File: config.mk
export PLATFORM = sky130hd
export DESIGN_NAME = freq_meter_ctrl_flat
export DESIGN_NICKNAME = d
export VERILOG_FILES = /design/src/rtl/freq_meter_ctrl_if.sv /design/src/rtl/freq_meter_ctrl.sv /design/src/flat_wrapper.sv
export SDC_FILE = /design/constraint.sdc
export NUM_CORES = 1
export LEC_CHECK = 0
export CAP_MARGIN = 15
export CORE_UTILIZATION = 60
export CTS_CLUSTER_SIZE = 14
export DETAILED_ROUTE_END_ITERATION = 16
export PLACE_DENSITY = 0.81
export SYNTH_ARGS = -nofsm -noshare
export SYNTH_HDL_FRONTEND = slang
export SYNTH_SLANG_ARGS = --single-unit
File: constraint.sdc
create_clock -name clk -period 2.88 [get_ports clk]
set_input_delay 0.288 -clock clk [delete_from_list [all_inputs] [get_ports clk]]
set_output_delay 0.288 -clock clk [all_outputs]
set_load 0.05 [all_outputs]
File: src/rtl/freq_meter_ctrl_if.sv
// Control/status bundle between a frequency-meter sequencer and its surroundings.
//   start/cont/abort : measurement requests from the host side
//   ovf_in           : carry out of the last BCD decade
//   cnt_en/cnt_clr   : gate and clear for the decade counter chain
//   latch_en/done    : result-register strobe and completion pulse
//   busy/ovf         : activity flag and overflow of the last measurement
interface freq_meter_ctrl_if;
  logic start;
  logic cont;
  logic abort;
  logic ovf_in;
  logic cnt_en;
  logic cnt_clr;
  logic latch_en;
  logic done;
  logic busy;
  logic ovf;

  modport master (
    output start, cont, abort, ovf_in,
    input  cnt_en, cnt_clr, latch_en, done, busy, ovf
  );

  modport slave (
    input  start, cont, abort, ovf_in,
    output cnt_en, cnt_clr, latch_en, done, busy, ovf
  );
endinterface

File: src/rtl/freq_meter_ctrl.sv
// Gate-time sequencer for a BCD frequency counter.
// Each measurement runs CLEAR -> GATE -> SETTLE -> LATCH, timed by one shared
// down-counter; continuous mode rearms straight into CLEAR after LATCH.
//   clk   : system clock, rising edge
//   rst_n : asynchronous active-low reset
//   bus   : freq_meter_ctrl_if.slave (requests in, counter controls/status out)
module freq_meter_ctrl #(
  parameter int unsigned GATE_CYCLES   = 50000000,
  parameter int unsigned CLR_CYCLES    = 2,
  parameter int unsigned SETTLE_CYCLES = 4
) (
  input  logic              clk,
  input  logic              rst_n,
  freq_meter_ctrl_if.slave  bus
);

  localparam int unsigned MAX_A  = (GATE_CYCLES > CLR_CYCLES) ? GATE_CYCLES : CLR_CYCLES;
  localparam int unsigned MAX_P  = (MAX_A > SETTLE_CYCLES) ? MAX_A : SETTLE_CYCLES;
  localparam int unsigned TW     = $clog2(MAX_P + 1);

  localparam logic [TW-1:0] CLR_LOAD    = TW'(CLR_CYCLES - 1);
  localparam logic [TW-1:0] GATE_LOAD   = TW'(GATE_CYCLES - 1);
  localparam logic [TW-1:0] SETTLE_LOAD = TW'(SETTLE_CYCLES - 1);

  typedef enum logic [2:0] {
    IDLE,
    CLEAR,
    GATE,
    SETTLE,
    LATCH
  } state_t;

  state_t        state, state_nxt;
  logic [TW-1:0] timer, timer_nxt;
  logic          sticky, sticky_nxt;

  // Timer holds the remaining cycles minus one; a state ends when it reads 0.
  always_comb begin
    state_nxt  = state;
    timer_nxt  = (timer != '0) ? timer - TW'(1) : '0;
    sticky_nxt = sticky;

    unique case (state)
      IDLE: begin
        if (bus.start) begin
          state_nxt = CLEAR;
          timer_nxt = CLR_LOAD;
        end
      end
      CLEAR: begin
        sticky_nxt = 1'b0;
        if (timer == '0) begin
          state_nxt = GATE;
          timer_nxt = GATE_LOAD;
        end
      end
      GATE: begin
        if (bus.ovf_in) sticky_nxt = 1'b1;
        if (timer == '0) begin
          state_nxt = SETTLE;
          timer_nxt = SETTLE_LOAD;
        end
      end
      SETTLE: begin
        if (bus.ovf_in) sticky_nxt = 1'b1;
        if (timer == '0) begin
          state_nxt = LATCH;
          timer_nxt = '0;
        end
      end
      LATCH: begin
        if (bus.cont) begin
          state_nxt = CLEAR;
          timer_nxt = CLR_LOAD;
        end else begin
          state_nxt = IDLE;
        end
      end
      default: begin
        state_nxt = IDLE;
        timer_nxt = '0;
      end
    endcase

    if (bus.abort) begin
      state_nxt = IDLE;
      timer_nxt = '0;
    end
  end

  // Outputs are registered decodes of the next state, so they line up with
  // the state register without any input-to-output combinational path.
  always_ff @(posedge clk or negedge rst_n) begin
    if (!rst_n) begin
      state        <= IDLE;
      timer        <= '0;
      sticky       <= 1'b0;
      bus.cnt_en   <= 1'b0;
      bus.cnt_clr  <= 1'b0;
      bus.latch_en <= 1'b0;
      bus.done     <= 1'b0;
      bus.busy     <= 1'b0;
      bus.ovf      <= 1'b0;
    end else begin
      state        <= state_nxt;
      timer        <= timer_nxt;
      sticky       <= sticky_nxt;
      bus.cnt_en   <= (state_nxt == GATE);
      bus.cnt_clr  <= (state_nxt == CLEAR);
      bus.latch_en <= (state_nxt == LATCH);
      bus.done     <= (state_nxt == LATCH);
      bus.busy     <= (state_nxt != IDLE);
      if (state_nxt == LATCH) bus.ovf <= sticky_nxt;
    end
  end

endmodule
File: src/flat_wrapper.sv
// flat-port wrapper written by rule: the top's interface ports become plain ports
module freq_meter_ctrl_flat 
#(
  parameter int unsigned GATE_CYCLES   = 50000000,
  parameter int unsigned CLR_CYCLES    = 2,
  parameter int unsigned SETTLE_CYCLES = 4
)
  (clk, rst_n, bus_start, bus_cont, bus_abort, bus_ovf_in, bus_cnt_en, bus_cnt_clr, bus_latch_en, bus_done, bus_busy, bus_ovf);
  freq_meter_ctrl_if bus_i ();
  input  logic clk;
  input  logic rst_n;
  input wire logic [$bits(bus_i.start)-1:0] bus_start;
  input wire logic [$bits(bus_i.cont)-1:0] bus_cont;
  input wire logic [$bits(bus_i.abort)-1:0] bus_abort;
  input wire logic [$bits(bus_i.ovf_in)-1:0] bus_ovf_in;
  output wire logic [$bits(bus_i.cnt_en)-1:0] bus_cnt_en;
  output wire logic [$bits(bus_i.cnt_clr)-1:0] bus_cnt_clr;
  output wire logic [$bits(bus_i.latch_en)-1:0] bus_latch_en;
  output wire logic [$bits(bus_i.done)-1:0] bus_done;
  output wire logic [$bits(bus_i.busy)-1:0] bus_busy;
  output wire logic [$bits(bus_i.ovf)-1:0] bus_ovf;
  assign bus_i.start = bus_start;
  assign bus_i.cont = bus_cont;
  assign bus_i.abort = bus_abort;
  assign bus_i.ovf_in = bus_ovf_in;
  assign bus_cnt_en = bus_i.cnt_en;
  assign bus_cnt_clr = bus_i.cnt_clr;
  assign bus_latch_en = bus_i.latch_en;
  assign bus_done = bus_i.done;
  assign bus_busy = bus_i.busy;
  assign bus_ovf = bus_i.ovf;
  freq_meter_ctrl #(.GATE_CYCLES(GATE_CYCLES), .CLR_CYCLES(CLR_CYCLES), .SETTLE_CYCLES(SETTLE_CYCLES)) u_core (.clk(clk), .rst_n(rst_n), .bus(bus_i));
endmodule
### After elaboration in Yosys (flattened, before gate mapping)

Cells that the tools add are included.

| word-level totals | value |
|---|---|
| register bits after elaboration | 35 |
| output and inout bits | 6 |
| word-level logic and storage cells | 38 |

| cells by class | value |
|---|---|
| mux-type cells | 17 |
| equality and inequality tests | 7 |
| reduce and logical (&&, ||, !) cells | 5 |
| $add $sub $neg | 1 |

Operator list:

| operator | count |
|---|---|
| 26-bit 2-to-1 mux | 7 |
| 26-bit one-hot mux with 5 select lines | 1 |
| 26-bit logical NOT | 1 |
| 26-bit nonzero test | 1 |
| 26-bit by 1-bit subtractor with 26-bit output (second input constant) | 1 |
| 3-bit 2-to-1 mux | 5 |
| 3-bit one-hot mux with 5 select lines | 1 |
| 3-bit by 2-bit == test with 1-bit output (second input constant) | 3 |
| 3-bit by 1-bit == test with 1-bit output (second input constant) | 2 |
| 3-bit == test (second input constant) | 2 |
| 3-bit logical NOT | 1 |
| 3-bit nonzero test | 1 |
| 1-bit 2-to-1 mux | 2 |
| 1-bit one-hot mux with 2 select lines | 1 |
| 2-bit OR reduction | 1 |

### Longest topological paths before layout

Gate-level depths: netlist of the first run.

| depth | value |
|---|---|
| depth in word-level cells | 5 |
| gate-level depth with buffers | 7 |
| gate-level depth less buffers | 7 |

### Worst setup path after synthesis of the first run

Ideal clock, no wire load.

| timing path | value |
|---|---|
| path type | flip-flop to flip-flop |
| from | reg u_core.timer[15] |
| to | reg u_core.bus.ovf |
| required time | 2.752 ns |
| setup time | 0.128 ns |
| stages on the path, launching flop included | 6 |
| data arrival time | 1.789 ns |
| setup slack | 0.963 ns |
| cell sequence | dfrtp_1 -> or4_4 -> nor2_4 -> nand3_4 -> nor3_4 -> mux2_1 |

| between the ends | value |
|---|---|
| cells in the longest elaborated chain, start to end | 5 |
| elaborated cells on any way between the ends | 7 |
| those cells by class | eq/ne: 1; mux: 5; reduce/logical: 1 |

Ends and longest elaborated chain:

| what | RTL line | text |
|---|---|---|
| from (decl) | freq_meter_ctrl.sv:34 | `logic [TW-1:0] timer, timer_nxt;` |
| from (signal assigned) | freq_meter_ctrl.sv:106 | `timer <= timer_nxt;` |
| 26-bit logical NOT * | freq_meter_ctrl.sv:52, freq_meter_ctrl.sv:59, freq_meter_ctrl.sv:66 |  |
| 3-bit 2-to-1 mux (on tied branches) | freq_meter_ctrl.sv:66, freq_meter_ctrl.sv:52, freq_meter_ctrl.sv:59 |  |
| 3-bit one-hot mux with 5 select lines * | freq_meter_ctrl.sv:43 | `unique case (state)` |
| 3-bit 2-to-1 mux * | freq_meter_ctrl.sv:85 | `if (bus.abort) begin` |
| net u_core.state_nxt[2] | freq_meter_ctrl.sv:33 | `state_t state, state_nxt;` |
| 3-bit == test * | freq_meter_ctrl.sv:113 | `if (state_nxt == LATCH) bus.ovf <= sticky_nxt;` |
| to (signal assigned) | freq_meter_ctrl.sv:113 |  |
| to (decl) | freq_meter_ctrl_if.sv:26 | `output cnt_en, cnt_clr, latch_en, done, busy, ovf` |

Mark *: on every way through the listed nets, which the timed path passes. The rest lies on a longest branch.
A chain may end at the register's enable or synchronous reset.

### Final worst setup path of the first run

| timing path | value |
|---|---|
| from | reg u_core.timer[6] |
| to | reg u_core.bus.ovf |

The elaborated chain is that of the path after synthesis.

==> results of run 1 <==
==> where the power goes <==
part	switching, mW	total, mW	internal, mW
clock	0.161	0.256	0.0951
combinational	0.665	1.10	0.430
sequential	0.119	0.718	0.599
total	0.945	2.07	1.12
==> area by class of cell <==
type                       instances  share of cell area
tap                               31             0.01918
timing repair buffer              12             0.05817
clock buffer                       7             0.02228
inverter                           6             0.01114
sequential                        35              0.4332
clock inverter                     1            0.002475
multi-input combinational        131              0.4536
==> worst max-delay path, stage by stage, from the launching register on <==
cell     delay [ns]
dfrtp_1        0.45
nor4_4         0.46
and4_1         0.47
nand3_4        0.29
nor3_4         0.26
mux2_1         0.33
==> state kept, by name, indices dropped and copies added, names as in the netlist <==
signal / cells
u_core.bus.latch_en: 1
u_core.bus.ovf: 1
u_core.state: 3
u_core.sticky: 1
u_core.bus.busy: 1
u_core.bus.cnt_en: 1
u_core.bus.cnt_clr: 1
u_core.timer: 26
==> synthesized netlist by cell type (3+ instances only) <==
master	instances	area, um2
nor2_1	20	75.07
inv_1	6	22.52
xnor2_1	9	78.83
dfrtp_1	35	875.8
nand3_1	6	30.03
a21oi_1	16	80.08
xor2_1	12	105.1
nand4_1	3	18.77
nand2_1	9	33.78
nor3_1	10	50.05
buf_4	3	22.52
==> placed cells by master, fill, tap and decap left out, drive strengths merged, types with 2 or more instances in the layout <==
| cell | count |
|---|---|
| a21boi | 2 |
| ha | 2 |
| nor4 | 5 |
| and4 | 2 |
| mux2 | 2 |
| nand3 | 7 |
| clkbuf | 7 |
| a21oi | 18 |
| nor2 | 21 |
| nand4 | 3 |
| xnor2 | 9 |
| xor2 | 12 |
| nand2 | 9 |
| and3 | 2 |
| nand4b | 2 |
| a211oi | 2 |
| inv | 6 |
| or3 | 2 |
| nor3 | 11 |
| dfrtp | 35 |
| or4 | 4 |
| clkdlybuf4s50 | 11 |
==> per-stage QoR <==
step / util / cells / instance area [um2] / worst slack, ns / total power [mW]
finish: 0.7147 / 223 / 2022 / 0.5082 / 2.070
global route: 0.7147 / 223 / 2022 / 0.3957 / 2.213
CTS: 0.7147 / 223 / 2022 / 0.5491 / 2.059
detailed placement: 0.6970 / 215 / 1972 / 0.5675 / 1.804
global placement: 0.6970 / 215 / 1972 / 0.6802 / 1.745
floorplan: - / 178 / 1851 / 0.9630 / 1.589
==> per-layer routing <==
layer  GRT usage  up-vias  part of all wire
li1            -      668                 -
met3     0.04989        6             0.053
met2      0.4252       39              0.48
met5           0        -                 0
met1      0.3283      682              0.45
met4      0.1010        0            0.0099
==> how the worst min path moves through the flow <==
stage / to / slack (ns) / cells after the start
finish: u_core.timer[25] / 0.35 / 2
global route: u_core.timer[1] / 0.37 / 2
CTS: u_core.timer[5] / 0.36 / 2
detailed placement: u_core.timer[25] / 0.47 / 1
global placement: u_core.timer[25] / 0.46 / 1
floorplan: u_core.bus.busy / -0.008 / 0
==> cells by family (layout without fill, tap and decap cells) <==
kind of cell    count (synthesis)  count (layout)  share of synthesized area
simple gates                   74              74                     0.2542
compound gates                 31              31                     0.1109
xor+xnor                       21              21                    0.09939
mux                             3               3                    0.01758
buf+inv                        12              26                    0.03110
fa+ha+maj                       2               2                    0.01352
flops                          35              35                     0.4733
==> qor.csv, run 1 <==
metric;value;unit
syn_inst;178;
rsz0062_at_grt;false;
hold_path_class;primary input to async pin;
cp-end-kind;register;
synth_cell_types;49;
ir_worst_vdd;0.4899;mV
clk_latency;0.34;ns
finalHoldViolCount;0;
period_share;0.8235;
drv_slew;0;
antenna_found_initial;0;
async_reset_ff_frac;1.000;
row_count;19;
fin_worst_skew;0.005160;ns
syn2layout_area_growth;9.263;%
die_height;57.54;um
tns;0;ns
vias;1395;
root_buffer;clkbuf_4;
gr-total-overflow;0;
yosys_warnings;0;
endpoint;u_core.bus.ovf;
drt_wl_total;3.721;mm
fp.dieArea;3310;um2
r2r-end;u_core.bus.ovf;
timing.fmax;421.6;MHz
gp_congestion;0.8072;
clock_sinks;35;
drt_iter0_markers;73;
synth_nets;186;
cp-start-kind;register;
grt_max_degree;36;
synth-edff-count;0;
violations;design-rule violations;
status;complete, but fails checks;
whs;0.3454;ns
synth.yosys.seq_area_share;0.4733;
cp.arrival;2.60;ns
finish.net_count;199;
reg2reg_from;u_core.timer[6];
dp_hpwl;2.704;mm
start_util;0.6541;
htreeDepth;2;
syn_avg_cell_area;10.40;um2
drt-vias-per-instance;6.256;
cap_violations;0;
cts_setup_buffers;0;
io_pins;12;
cts_hold_buffers;0;
p_leak;0.8895;nW
dieWidth;57.54;um
multiInputGateArea;917.1;um2
register_area;875.8;um2
antenna_cells;0;
ff2ff_setup_slack;0.51;ns
numCtsBuffers;5;
portBuffers;11;
crit_type;register to register;
ys_ff_latch;35;
worst_pin_slew;0.7155;ns
ff2ff_path_depth;5;
period_minus_slack;2.372;ns
grt_pass1_wl;6.196;mm
cp_max_fo;19;
cts_tree;yes;
p_per_area;1024;nW/um2
grt_pass1_vias;1372;
fill_cells;211;
track_usage;0.2552;
ys.flop_type;dfrtp_1;
syn-cell-area;1851;um2
core-area;2829;um2
setup_viol;0;
detail-route-antenna-nets;0;
max_slew_margin;0.5220;
cts_resized;0;
cts.clk_slew.worst_paths;0.10;ns
cts.path.max_buffers;2;
drc;1;
wl_per_cell;16.69;um
drive_above_1_share;0.1094;
firstDrtPassIters;10;
required;3.11;ns
crit_start;u_core.timer[6];
(Power assumes the default switching activity.)
==> inputs of run 2 (changes only) <==
--- a/config.mk
+++ b/config.mk
@@ -6,10 +6,10 @@
 export NUM_CORES = 1
 export LEC_CHECK = 0
 export CAP_MARGIN = 15
-export CORE_UTILIZATION = 60
+export CORE_UTILIZATION = 52
 export CTS_CLUSTER_SIZE = 14
 export DETAILED_ROUTE_END_ITERATION = 16
-export PLACE_DENSITY = 0.81
+export PLACE_DENSITY = 0.74
 export SYNTH_ARGS = -nofsm -noshare
 export SYNTH_HDL_FRONTEND = slang
 export SYNTH_SLANG_ARGS = --single-unit
==> constraint.sdc (replaced) <==
create_clock -name clk -period 1.95 [get_ports clk]
set_input_delay 0.195 -clock clk [delete_from_list [all_inputs] [get_ports clk]]
set_output_delay 0.195 -clock clk [all_outputs]
set_load 0.05 [all_outputs]
==> qor.csv, run 2 (synthesis gave the netlist of run 1 again) <==
metric;value;unit
required;2.22;ns
fp.dieArea;3801;um2
cp-end-kind;register;
clock_sinks;35;
fin_worst_skew;0.006774;ns
grt_pass1_vias;1382;
cp.arrival;2.21;ns
final_common_cell;dfrtp_1;
gr-total-overflow;0;
clk_latency;0.34;ns
syn2layout_area_growth;30.36;%
grt.busiest_layer;met2;
drt_wl_total;4.260;mm
root_buffer;clkbuf_4;
detail-route-antenna-nets;0;
cp-start-kind;register;
worst_pin_slew;0.5210;ns
top_regs;u_core.timer x26, u_core.state x3;
drc;0;
dpl.cell_count;249;
cts_tree;yes;
track_usage;0.2419;
dieWidth;61.66;um
crit_type;register to register;
row_count;21;
p_leak;1.064;nW
finalHoldViolCount;0;
io_pins;12;
cap_violations;0;
antenna_cells;0;
die_height;61.66;um
antenna_found_initial;0;
ir_worst_vdd;0.8471;mV
rsz0062_at_grt;true;
use_met2;0.3579;
grt_max_degree;36;
timing.fmax;516.7;MHz
use_met3;0.06303;
p_per_area;1632;nW/um2
cts_hold_buffers;0;
status;finished clean;
dp_hpwl;2.932;mm
period_minus_slack;1.936;ns
top_register;u_core.timer;
finish.net_count;226;
hold_path_class;primary input to async pin;
wl_per_cell;16.08;um
gp_congestion;0.8078;
htreeDepth;2;
drive_above_1_share;0.3059;
cts.clk_slew.worst_paths;0.11;ns
cts.path.max_buffers;2;
final_cell_mix;dfrtp_1 (33), buf_4 (26), nor2_1 (20);
start_util;0.5502;
period_share;0.9926;
whs;0.2471;ns
drv_slew;0;
layout.cells.non_filler;265;
firstDrtPassIters;4;
vias;1528;
max_slew_margin;0.6516;
portBuffers;11;
drt_iter0_markers;99;
largest_register_ffs;26;
cp_max_fo;4;
grt_pass1_wl;6.568;mm
use_met1;0.3418;
core-area;3363;um2
drt-vias-per-instance;5.766;
numCtsBuffers;5;
setup_viol;0;
==> run 2: worst max-delay path: stages (launching register included) <==
cell,delay (ns)
dfrtp_1,0.44
nor4_4,0.40
nand4b_4,0.17
or4_4,0.53
xor2_2,0.19
a21oi_2,0.14
==> run 2: worst paths after layout <==
check / startpoint / end / slack, ns / cells past startpoint
max: u_core.timer[6] / u_core.timer[17] / 0.01 / 5
min: rst_n / u_core.timer[16] / 0.25 / 2
max reg2reg: u_core.timer[6] / u_core.timer[17] / 0.01 / 5
min reg2reg: u_core.bus.ovf / u_core.bus.ovf / 0.51 / 1
max in group asynchronous: rst_n / u_core.timer[8] / 1.35 / 2
min in group clk: bus_ovf_in / u_core.sticky / 0.48 / 3
==> run 2: area by class of cell <==
cell class | instances | area, um2
sequential | 35 | 878.3
tap | 46 | 57.56
timing repair buffer | 39 | 350.3
multi-input combinational | 131 | 998.5
inverter | 6 | 22.52
fill | 257 | 950.9
clock inverter | 3 | 67.56
clock buffer | 5 | 37.54
==> run 2: metrics by stage <==
| step | util | TNS [ns] | total power [mW] | worst slack (ns) | area [um2] |
|---|---|---|---|---|---|
| 3_5_place_dp | 0.6380 | -0.01129 | 2.958 | -0.01129 | 2146 |
| 3_3_place_gp | 0.6380 | 0 | 2.888 | 0.07296 | 2146 |
| 5_1_grt | 0.7173 | -0.1613 | 4.208 | -0.05835 | 2412 |
| 4_1_cts | 0.6756 | 0 | 3.674 | 0.004301 | 2272 |
| 6_report | 0.7173 | 0 | 3.936 | 0.01450 | 2412 |
| 2_1_floorplan | - | 0 | 2.347 | 0.03302 | 1851 |
==> run 2: per-layer routing <==
metal	wire [um]	part of all wire
met5	0	0
met1	1874	0.44
met4	97	0.023
met3	195	0.046
met2	2093	0.49
==> run 2: repair_timing <==
item | CTS | global route
resized for setup | 5 | 18
setup buffers | 1 | 6
setup endpoints to repair | 2 | 22
pin swaps | 0 | 9
gates cloned | 0 | 1
==> run 2: power by group <==
| part | switching (mW) | total, mW | internal, mW |
|---|---|---|---|
| Combinational | 1.17 | 2.23 | 1.06 |
| Sequential | 0.164 | 1.05 | 0.886 |
| Clock | 0.260 | 0.658 | 0.399 |
| Total | 1.59 | 3.94 | 2.35 |
==> inputs of run 3 (changes only) <==
--- a/config.mk
+++ b/config.mk
@@ -6,10 +6,9 @@
 export NUM_CORES = 1
 export LEC_CHECK = 0
 export CAP_MARGIN = 15
-export CORE_UTILIZATION = 52
+export CORE_UTILIZATION = 40
 export CTS_CLUSTER_SIZE = 14
 export DETAILED_ROUTE_END_ITERATION = 16
-export PLACE_DENSITY = 0.74
 export SYNTH_ARGS = -nofsm -noshare
 export SYNTH_HDL_FRONTEND = slang
 export SYNTH_SLANG_ARGS = --single-unit
==> qor.csv, run 3 (synthesis gave the netlist of run 1 again) <==
metric;value;unit
status;finished clean;
gp_congestion;0.7871;
fin_worst_skew;0.008096;ns
cp-start-kind;register;
dpl.cell_count;257;
ir_worst_vdd;0.7647;mV
crit_type;register to register;
cts_hold_buffers;0;
track_usage;0.1827;
setup_slack;0.05584;ns
placed_cell_area;2168;um2
final_common_cell;dfrtp_1;
dp_slack;-0.03244;ns
vias;1494;
final_cell_mix;dfrtp_1 (34), buf_4 (26), nor2_1 (20);
final_area;2371;um2
tns;0;ns
drt_iter0_markers;122;
antenna_cells;0;
timing.fmax;527.9;MHz
period_share;0.9714;
gr-total-overflow;0;
fin_util;0.5371;
cap_violations;0;
largest_register_ffs;26;
numCtsBuffers;5;
drv_slew;0;
cts_tree;yes;
firstDrtPassIters;4;
die_height;70.02;um
root_buffer;clkbuf_8;
antenna_found_initial;0;
portBuffers;11;
drc;0;
io_pins;12;
htreeDepth;2;
start_util;0.4192;
power;3.732;mW
top_regs;u_core.timer x26, u_core.state x3;
wl_per_cell;15.38;um
row_count;24;
max_slew_margin;0.6664;
clk_latency;0.29;ns
syn2layout_area_growth;28.13;%
cp_max_fo;3;
detail-route-antenna-nets;0;
grt_pass1_wl;6.955;mm
worst_pin_slew;0.4988;ns
dieWidth;70.02;um
cts.path.max_buffers;2;
dp_hpwl;2.929;mm
drt_wl_total;4.168;mm
hold_path_class;primary input to async pin;
p_leak;1.057;nW
cp.arrival;2.12;ns
top_register;u_core.timer;
rsz0062_at_grt;true;
p_per_area;1574;nW/um2
whs;0.3224;ns
setup_viol;0;
core-area;4414;um2
fp.dieArea;4902;um2
grt_pass1_vias;1475;
required;2.17;ns
grt_max_degree;36;
drt-vias-per-instance;5.513;
cts.clk_slew.worst_paths;0.07;ns
period_minus_slack;1.894;ns
finish.net_count;226;
cp-end-kind;register;
finalHoldViolCount;0;
drive_above_1_share;0.2740;
layout.cells.non_filler;271;
clock_sinks;35;
[run 3: changes by cell type in the layout (fill, tap and decap cells not counted), moves of 2 or more]
cell,previous run,this run
clkbuf_8,0,5
clkbuf_1,0,2
clkbuf_4,5,0
bufinv_16,2,0
[run 3: final timing paths]
| path | startpoint | to | slack [ns] | cells after the start |
|---|---|---|---|---|
| min reg2reg | u_core.bus.ovf | u_core.bus.ovf | 0.49 | 1 |
| max | u_core.timer[17] | u_core.timer[20] | 0.06 | 4 |
| max in group asynchronous | rst_n | u_core.state[2] | 1.28 | 2 |
| max reg2reg | u_core.timer[17] | u_core.timer[20] | 0.06 | 4 |
| min | rst_n | u_core.timer[20] | 0.32 | 2 |
| min in group clk | u_core.bus.ovf | u_core.bus.ovf | 0.49 | 1 |
[run 3: what timing repair did]
| item | CTS | global route |
|---|---|---|
| buffers inserted | 0 | 6 |
| pin swaps | 0 | 7 |
| endpoints found under the hold margin | 0 | 0 |
| setup endpoints to repair | 8 | 18 |
| gates resized for setup | 1 | 18 |
[run 3: layout make-up]
type,count,area [um2]
inverter,6,22.52
tap,52,65.06
fill,386,2043
sequential,35,877.1
timing repair buffer,39,336.6
multi-input combinational,131,988.4
clock buffer,7,76.32
clock inverter,1,5.005
[run 3: worst max-delay path, stage by stage, from the launching register on]
cell and delay (ns):
dfrtp_2 0.43, or4_4 0.56, or4_4 0.54, xor2_2 0.16, a21oi_2 0.13
[run 3: layer usage]
metal  vias up  global-route usage  share of wire
met5         -                   0              0
met4         0             0.06667          0.014
met3         6             0.03463          0.034
met2        24              0.2767           0.48
met1       746              0.2603           0.47
li1        718                   -              -
[run 3: where the power goes]
group	switching (mW)	total, mW	internal [mW]
logic	1.12	2.17	1.05
clock network	0.256	0.506	0.251
registers	0.170	1.06	0.887
total	1.55	3.73	2.18
